`config.mk`:
```
export PLATFORM = sky130hd
export DESIGN_NAME = muldiv_unit
export DESIGN_NICKNAME = d
export VERILOG_FILES = /design/src/rtl/muldiv_unit.sv
export SDC_FILE = /design/constraint.sdc
export NUM_CORES = 1
export LEC_CHECK = 0
export CAP_MARGIN = 10
export CORE_MARGIN = 2
export CORE_UTILIZATION = 45
export CTS_BUF_LIST = sky130_fd_sc_hd__clkbuf_4
export CTS_CLUSTER_DIAMETER = 150
export DETAILED_ROUTE_END_ITERATION = 10
export GPL_ROUTABILITY_DRIVEN = 0
export PLACE_DENSITY = 0.69
export SLEW_MARGIN = 0
export SYNTH_ARGS = -nofsm -noshare
export SYNTH_HDL_FRONTEND = slang
export SYNTH_SLANG_ARGS = --single-unit
```
`constraint.sdc`:
```
create_clock -name clk -period 5.9 [get_ports clk]
set_clock_uncertainty 0.2 [all_clocks]
set_input_delay 1.18 -clock clk [delete_from_list [all_inputs] [get_ports clk]]
set_output_delay 1.18 -clock clk [all_outputs]
set_load 0.02 [all_outputs]
```
`src/rtl/muldiv_unit.sv`:
```
// muldiv_unit: iterative RV32M multiply/divide (shift-add multiply, restoring divide).
// Define MULDIV_FAST_MUL_EN for single-cycle multiplies; divides stay iterative.
module muldiv_unit #(
    parameter int XLEN  = 32,
    parameter int CNT_W = 5
) (
    input  logic            clk,
    input  logic            reset_n,
    input  logic            req_valid,
    output logic            req_ready,
    input  logic [2:0]      req_op,
    input  logic [XLEN-1:0] req_op1,
    input  logic [XLEN-1:0] req_op2,
    input  logic            kill,
    output logic            resp_valid,
    input  logic            resp_ready,
    output logic [XLEN-1:0] resp_result
);
    typedef enum logic [1:0] {IDLE, BUSY, DONE} state_t;

    state_t              state_q, state_d;
    logic [CNT_W-1:0]    cnt_q, cnt_d;
    logic [2:0]          op_q, op_d;
    logic                neg_quo_q, neg_quo_d, neg_rem_q, neg_rem_d;
    logic [2*XLEN-1:0]   acc_q, acc_d;
    logic [XLEN:0]       rem_q, rem_d;
    logic [XLEN-1:0]     b_q, b_d;
    logic [XLEN-1:0]     res_q, res_d;

    logic                is_div, sgn1, sgn2, s1, s2, div_zero, div_ovf, fast_go, last;
    logic [XLEN-1:0]     abs1, abs2, special_res, fast_res;
    logic [XLEN:0]       mul_sum;
    logic [2*XLEN-1:0]   mul_next, prod_s;
    logic [XLEN+1:0]     rem_sh, diff;
    logic [XLEN:0]       rem_n;
    logic [XLEN-1:0]     quo_n, quo_f, rem_f, busy_res;
    logic                qbit;

    assign is_div      = req_op[2];
    assign sgn1        = is_div ? !req_op[0] : (req_op[1:0] != 2'b11);
    assign sgn2        = is_div ? !req_op[0] : !req_op[1];
    assign s1          = sgn1 & req_op1[XLEN-1];
    assign s2          = sgn2 & req_op2[XLEN-1];
    assign abs1        = s1 ? -req_op1 : req_op1;
    assign abs2        = s2 ? -req_op2 : req_op2;
    assign div_zero    = is_div && (req_op2 == '0);
    assign div_ovf     = is_div && !req_op[0] && (req_op1 == {1'b1, {(XLEN-1){1'b0}}}) && (req_op2 == '1);
    // Overflow quotient equals the dividend itself, so both special cases reuse req_op1
    assign special_res = div_zero ? (req_op[1] ? req_op1 : '1) : (req_op[1] ? '0 : req_op1);

`ifdef MULDIV_FAST_MUL_EN
    logic [2*XLEN-1:0] m1, m2, fast_p;
    assign m1       = {{XLEN{s1}}, req_op1};
    assign m2       = {{XLEN{s2}}, req_op2};
    assign fast_p   = m1 * m2;
    assign fast_go  = !is_div;
    assign fast_res = (req_op[1:0] == 2'b00) ? fast_p[XLEN-1:0] : fast_p[2*XLEN-1:XLEN];
`else
    assign fast_go  = 1'b0;
    assign fast_res = '0;
`endif

    assign mul_sum  = {1'b0, acc_q[2*XLEN-1:XLEN]} + (acc_q[0] ? {1'b0, b_q} : '0);
    assign mul_next = {mul_sum, acc_q[XLEN-1:1]};
    assign rem_sh   = {rem_q, acc_q[XLEN-1]};
    assign diff     = rem_sh - {2'b00, b_q};
    assign qbit     = !diff[XLEN+1];
    assign rem_n    = qbit ? diff[XLEN:0] : rem_sh[XLEN:0];
    assign quo_n    = {acc_q[XLEN-2:0], qbit};
    assign prod_s   = neg_quo_q ? -mul_next : mul_next;
    assign quo_f    = neg_quo_q ? -quo_n : quo_n;
    assign rem_f    = neg_rem_q ? -rem_n[XLEN-1:0] : rem_n[XLEN-1:0];
    assign busy_res = op_q[2] ? (op_q[1] ? rem_f : quo_f)
                              : ((op_q[1:0] == 2'b00) ? prod_s[XLEN-1:0] : prod_s[2*XLEN-1:XLEN]);
    assign last     = (cnt_q == CNT_W'(XLEN-1));

    always_comb begin
        state_d   = state_q;
        cnt_d     = cnt_q;
        op_d      = op_q;
        neg_quo_d = neg_quo_q;
        neg_rem_d = neg_rem_q;
        acc_d     = acc_q;
        rem_d     = rem_q;
        b_d       = b_q;
        res_d     = res_q;
        case (state_q)
            IDLE: if (req_valid && !kill) begin
                op_d      = req_op;
                neg_quo_d = s1 ^ s2;
                neg_rem_d = s1;
                cnt_d     = '0;
                b_d       = is_div ? abs2 : abs1;
                acc_d     = {{XLEN{1'b0}}, is_div ? abs1 : abs2};
                rem_d     = '0;
                state_d   = (div_zero || div_ovf || fast_go) ? DONE : BUSY;
                res_d     = (div_zero || div_ovf) ? special_res : (fast_go ? fast_res : res_q);
            end
            BUSY: if (kill) begin
                state_d = IDLE;
            end else begin
                acc_d   = op_q[2] ? {{XLEN{1'b0}}, quo_n} : mul_next;
                rem_d   = op_q[2] ? rem_n : rem_q;
                cnt_d   = last ? cnt_q : cnt_q + 1'b1;
                state_d = last ? DONE : BUSY;
                res_d   = last ? busy_res : res_q;
            end
            DONE: state_d = (kill || resp_ready) ? IDLE : DONE;
            default: state_d = IDLE;
        endcase
    end

    always_ff @(posedge clk) begin
        if (!reset_n) begin
            state_q   <= IDLE;
            cnt_q     <= '0;
            op_q      <= '0;
            neg_quo_q <= 1'b0;
            neg_rem_q <= 1'b0;
            acc_q     <= '0;
            rem_q     <= '0;
            b_q       <= '0;
            res_q     <= '0;
        end else begin
            state_q   <= state_d;
            cnt_q     <= cnt_d;
            op_q      <= op_d;
            neg_quo_q <= neg_quo_d;
            neg_rem_q <= neg_rem_d;
            acc_q     <= acc_d;
            rem_q     <= rem_d;
            b_q       <= b_d;
            res_q     <= res_d;
        end
    end

    assign req_ready   = (state_q == IDLE);
    assign resp_valid  = (state_q == DONE);
    assign resp_result = res_q;
endmodule

```
==> results <==
- The flow ran to the end, and the final reports show no timing, DRC or antenna violations.
- Derived from the worst setup path, the maximum achievable clock frequency is 0.1781 GHz.
- Summed over all cells, the static leakage comes to 7.336 nW.
- The final wirelength is 72.97 mm.
- The total via count in the routed design is 20550.
- The clock tree from TritonCTS is done.
- A synthesized cell averages 6.951 µm².
- Relative to the synthesized area, the layout overhead comes to 10.55%.
- In this run the biggest area consumer among cell types represents 19.37% of the synthesized area.
- The largest driver fanout on the critical path is 10.
- The critical path data arrival time is 5990 ps.
- In this run, CTS created clock tree buffers numbering 17.
- The filler cell count is 3958.
- The floorplan step defined a die boundary enclosing 41340 µm².
- Synthesis handed over a netlist of 2572 instances.
- The number of global-route vias before repair came to 18250.
- The pin count of the biggest net entering global routing is 92.
- The post-place instance area is 19410 µm².
- The floorplan step set the die width to 203.3 µm.
- Setup repair after global routing left no endpoint under its margin.
- Once detail routing completed, the nets flagged for antenna violations numbered 0.
- For the pin with the worst max-slew slack, the measured transition is 1127 ps.
- The class of the worst hold path is reg -> reg.
- The Yosys step of the flow raised 0 warnings.
- The number of pins with negative max-slew slack in the final report came to 0.
- For this run, the register share of the synthesized area comes to 19.37%.
- The pre-CTS setup slack is 353.0 ps.
- The count of placed standard cells in the final layout, fillers left out is 3115.
- The final layout contains 2722 nets.
- The number of core rows is 73.
- The total global-route track usage is 34.14%.
- In the post-synthesis netlist, the biggest area contributors are dfxtp_1 19%, nor2_1 7.3%, a21oi_1 6.1%.
- Using the TritonRoute via totals, the vias-per-cell ratio works out to 6.596.
- The register area is 3466 µm².
- The clock network burns 25.6% of the power.
- CTS saw 173 sinks.
- The largest area contributor in the synthesized netlist is dfxtp_1.
- The vertical die dimension is 203.3 µm.
- The final number of hold-violating endpoints is 0.
- The synthesized design contains 0 enable-type register cells.
- The clock period minus worst slack is 5615 ps.
- Summing every instance area after synthesis gives 17880 µm².
- The worst-skew pair later-pin latency is 660 ps.
- The level count of the clock H-tree is 4.
- The worst setup path is captured at a flop.
- In this run switching power makes up 41.35% of total power.
- The global-route wire length before repair is 108.8 mm.
- The number of antenna violations at the first check in global routing is 2.
- The count of cell types in the netlist is 97.
- Dividing total power by cell area gives a power density of 172.4 nW/µm².
- Setup violations remaining at the end of the flow were counted as 0.
- The max-slew headroom at the worst pin is 24.70%.
- The post-synth net total is 2718.
- The net switching power figure is 1.409 mW.
- The kind of launch point of the worst setup path is a flop.
- Once detailed placement completed, the half-perimeter wirelength came to 55.91 mm.
- In the final layout, the share of cells above drive strength 1 is 6.798%.
- For this run, the leading register cell type out of synthesis is dfxtp_1.
- Data on the critical path is required at its endpoint by 6270 ps.
- The initial utilization of the core area, before any placement, comes to 45.31%.
- The detailed-route DRC error count is 0.
- The multi-input combinational cells in the finished layout cover a total of 13420 µm².
- The register bit count reported by yosys is 173.
- The leftover overflow at the end of global routing is 0.
- The average wire per standard cell is 23.42 µm.
- The violation count after the first detailed-routing iteration is 3144.
- The root buffer selected by CTS is clkbuf_4.
- Counting flops with an async set or reset pin after synthesis yields a share of 0%.
- Internal power comes to 1.998 mW.
- In this run, post-CTS hold repair placed 0 buffers.
- Including well taps, the total number of placed cells is 3082.
- After routing the design area is 19770 µm².
- The number of buffers inserted by port buffering is 105.
- The core region is 39460 µm².
- After clock tree synthesis, the clock-pin slew on the worst setup and hold paths is 180 ps.
- The setup TNS is 0 ps.
- After layout, the worst path uses 95.17% of the clock period.
- The combinational cell fraction of total power is 37.0%.
- The tool flagged a number of max-cap violations equal to 0.
- Counting along the longest clock path gives a buffer depth of 2.
- The sequential power share is 37.5%.
- The first detailed-routing pass ran for 7 iterations.
- The count of boundary I/O pins is 106.
- The worst setup path is of the reg -> reg kind.
- In the post-route analysis, the smallest setup slack over all paths is 285.1 ps.
- The peak supply drop is 141.1 µV.
==> power by group through the flow <==
| stage | clock (mW) | combinational [mW] | sequential (mW) |
|---|---|---|---|
| finish | 0.872 | 1.26 | 1.28 |
| global route | 0.908 | 1.33 | 1.28 |
| CTS | 0.864 | 1.20 | 1.27 |
| detailed placement | 0 | 1.20 | 1.30 |
| global placement | 0 | 1.18 | 1.29 |
| floorplan | 0 | 0.853 | 1.25 |
==> repair_timing <==
action / in CTS / in global routing
endpoints found under the setup margin: 0 / 1
resized for setup: 0 / 1
buffers inserted: 0 / 0
==> layout make-up <==
cell class | instances | share of cell area, %
Clock inverter | 14 | 1.057
Antenna cell | 1 | 0.01266
Inverter | 74 | 1.418
Clock buffer | 18 | 0.6837
Multi-Input combinational cell | 2133 | 67.88
Sequential cell | 173 | 17.53
Timing Repair Buffer | 177 | 8.090
Tap cell | 525 | 3.323
==> cell usage after synthesis (15+ instances only) <==
cell and number:
nand4_1 31, nand3_1 56, a21oi_1 218, clkbuf_1 151, a22oi_1 45, dfxtp_1 173, or4_1 18, buf_2 22
a21o_1 20, and2_1 26, xnor2_1 106, and3_1 23, inv_1 72, a31oi_1 28, nor4_1 23, mux2i_1 79
o211ai_1 44, o31ai_1 31, o21ai_0 173, buf_1 17, or3_1 29, nand2_1 284, ha_1 72, a211oi_1 39
o21a_1 15, nor3_1 72, xor2_1 80, maj3_1 25, nor2_1 347
==> cells by family after synthesis <==
logic type                 synth area share [%]
DFF                                       19.37
xor gates and xnor gates                  9.112
and+or+nand+nor                           25.66
buffers and inverters                     5.823
muxes                                     5.053
AOI/OAI and AO/OA                         28.32
adders and majority gates                 6.662
==> state kept, by name, indices dropped and copies added (netlist names) <==
register,flops
cnt_q,5
acc_q,64
resp_result,32
state_q,2
op_q,3
rem_q,33
b_q,32
neg_quo_q,1
neg_rem_q,1
==> placed cells by master, fill, tap and decap left out, types with 26 or more instances in the layout <==
| cell type | n |
|---|---|
| o211ai_1 | 44 |
| dfxtp_1 | 171 |
| inv_1 | 72 |
| and2_1 | 26 |
| clkdlybuf4s50_1 | 104 |
| a21oi_1 | 217 |
| o31ai_1 | 31 |
| a211oi_1 | 39 |
| xnor2_1 | 106 |
| mux2i_1 | 78 |
| nor2_1 | 344 |
| a31oi_1 | 28 |
| or3_1 | 29 |
| xor2_1 | 80 |
| o21ai_0 | 172 |
| nand2_1 | 284 |
| nor3_1 | 72 |
| nand4_1 | 31 |
| a22oi_1 | 45 |
| nand3_1 | 56 |
| buf_4 | 71 |
| ha_1 | 72 |
==> metrics by stage <==
step,total power [mW],hold slack [ps],util [%]
2_1_floorplan,2.099,231.9,-
3_3_place_gp,2.479,239.7,49.20
3_5_place_dp,2.493,245.9,49.20
4_1_cts,3.339,264.1,50.08
5_1_grt,3.517,281.0,50.09
6_report,3.407,264.7,50.09
==> worst max-delay path, cell delays in order, from the launching register on <==
cell      delay, ps
dfxtp_1         360
inv_1            60
ha_1            390
a21oi_1         270
o211ai_1        130
a211o_1         340
o311ai_1        420
a21boi_1        200
nor2_4          160
buf_4           220
mux2i_2         290
ha_1            260
nand3_1         110
or3b_2          500
o21a_1          220
or4_1           600
o41ai_2         260
xnor2_1         170
a21oi_1          90
o221a_2         270
==> worst paths after layout <==
kind                            depth (start not counted)  slack, ps    start               to
worst max register to register                         19        290  b_q[12]  resp_result[22]
worst max-delay path                                   19        290  b_q[12]  resp_result[22]
worst min register to register                          2        260  b_q[23]          b_q[23]
worst min-delay path                                    2        260  b_q[23]          b_q[23]
==> routing by layer <==
layer / vias to the layer above / part of all wire [%] / GRT usage, %
li1: 9351 / - / -
met1: 9535 / 40 / 45.72
met2: 1426 / 41 / 50.99
met3: 231 / 13 / 7.910
met4: 2 / 6.0 / 17.73
met5: - / 0.012 / 0
No activity file was read; power rests on OpenSTA's default activity.
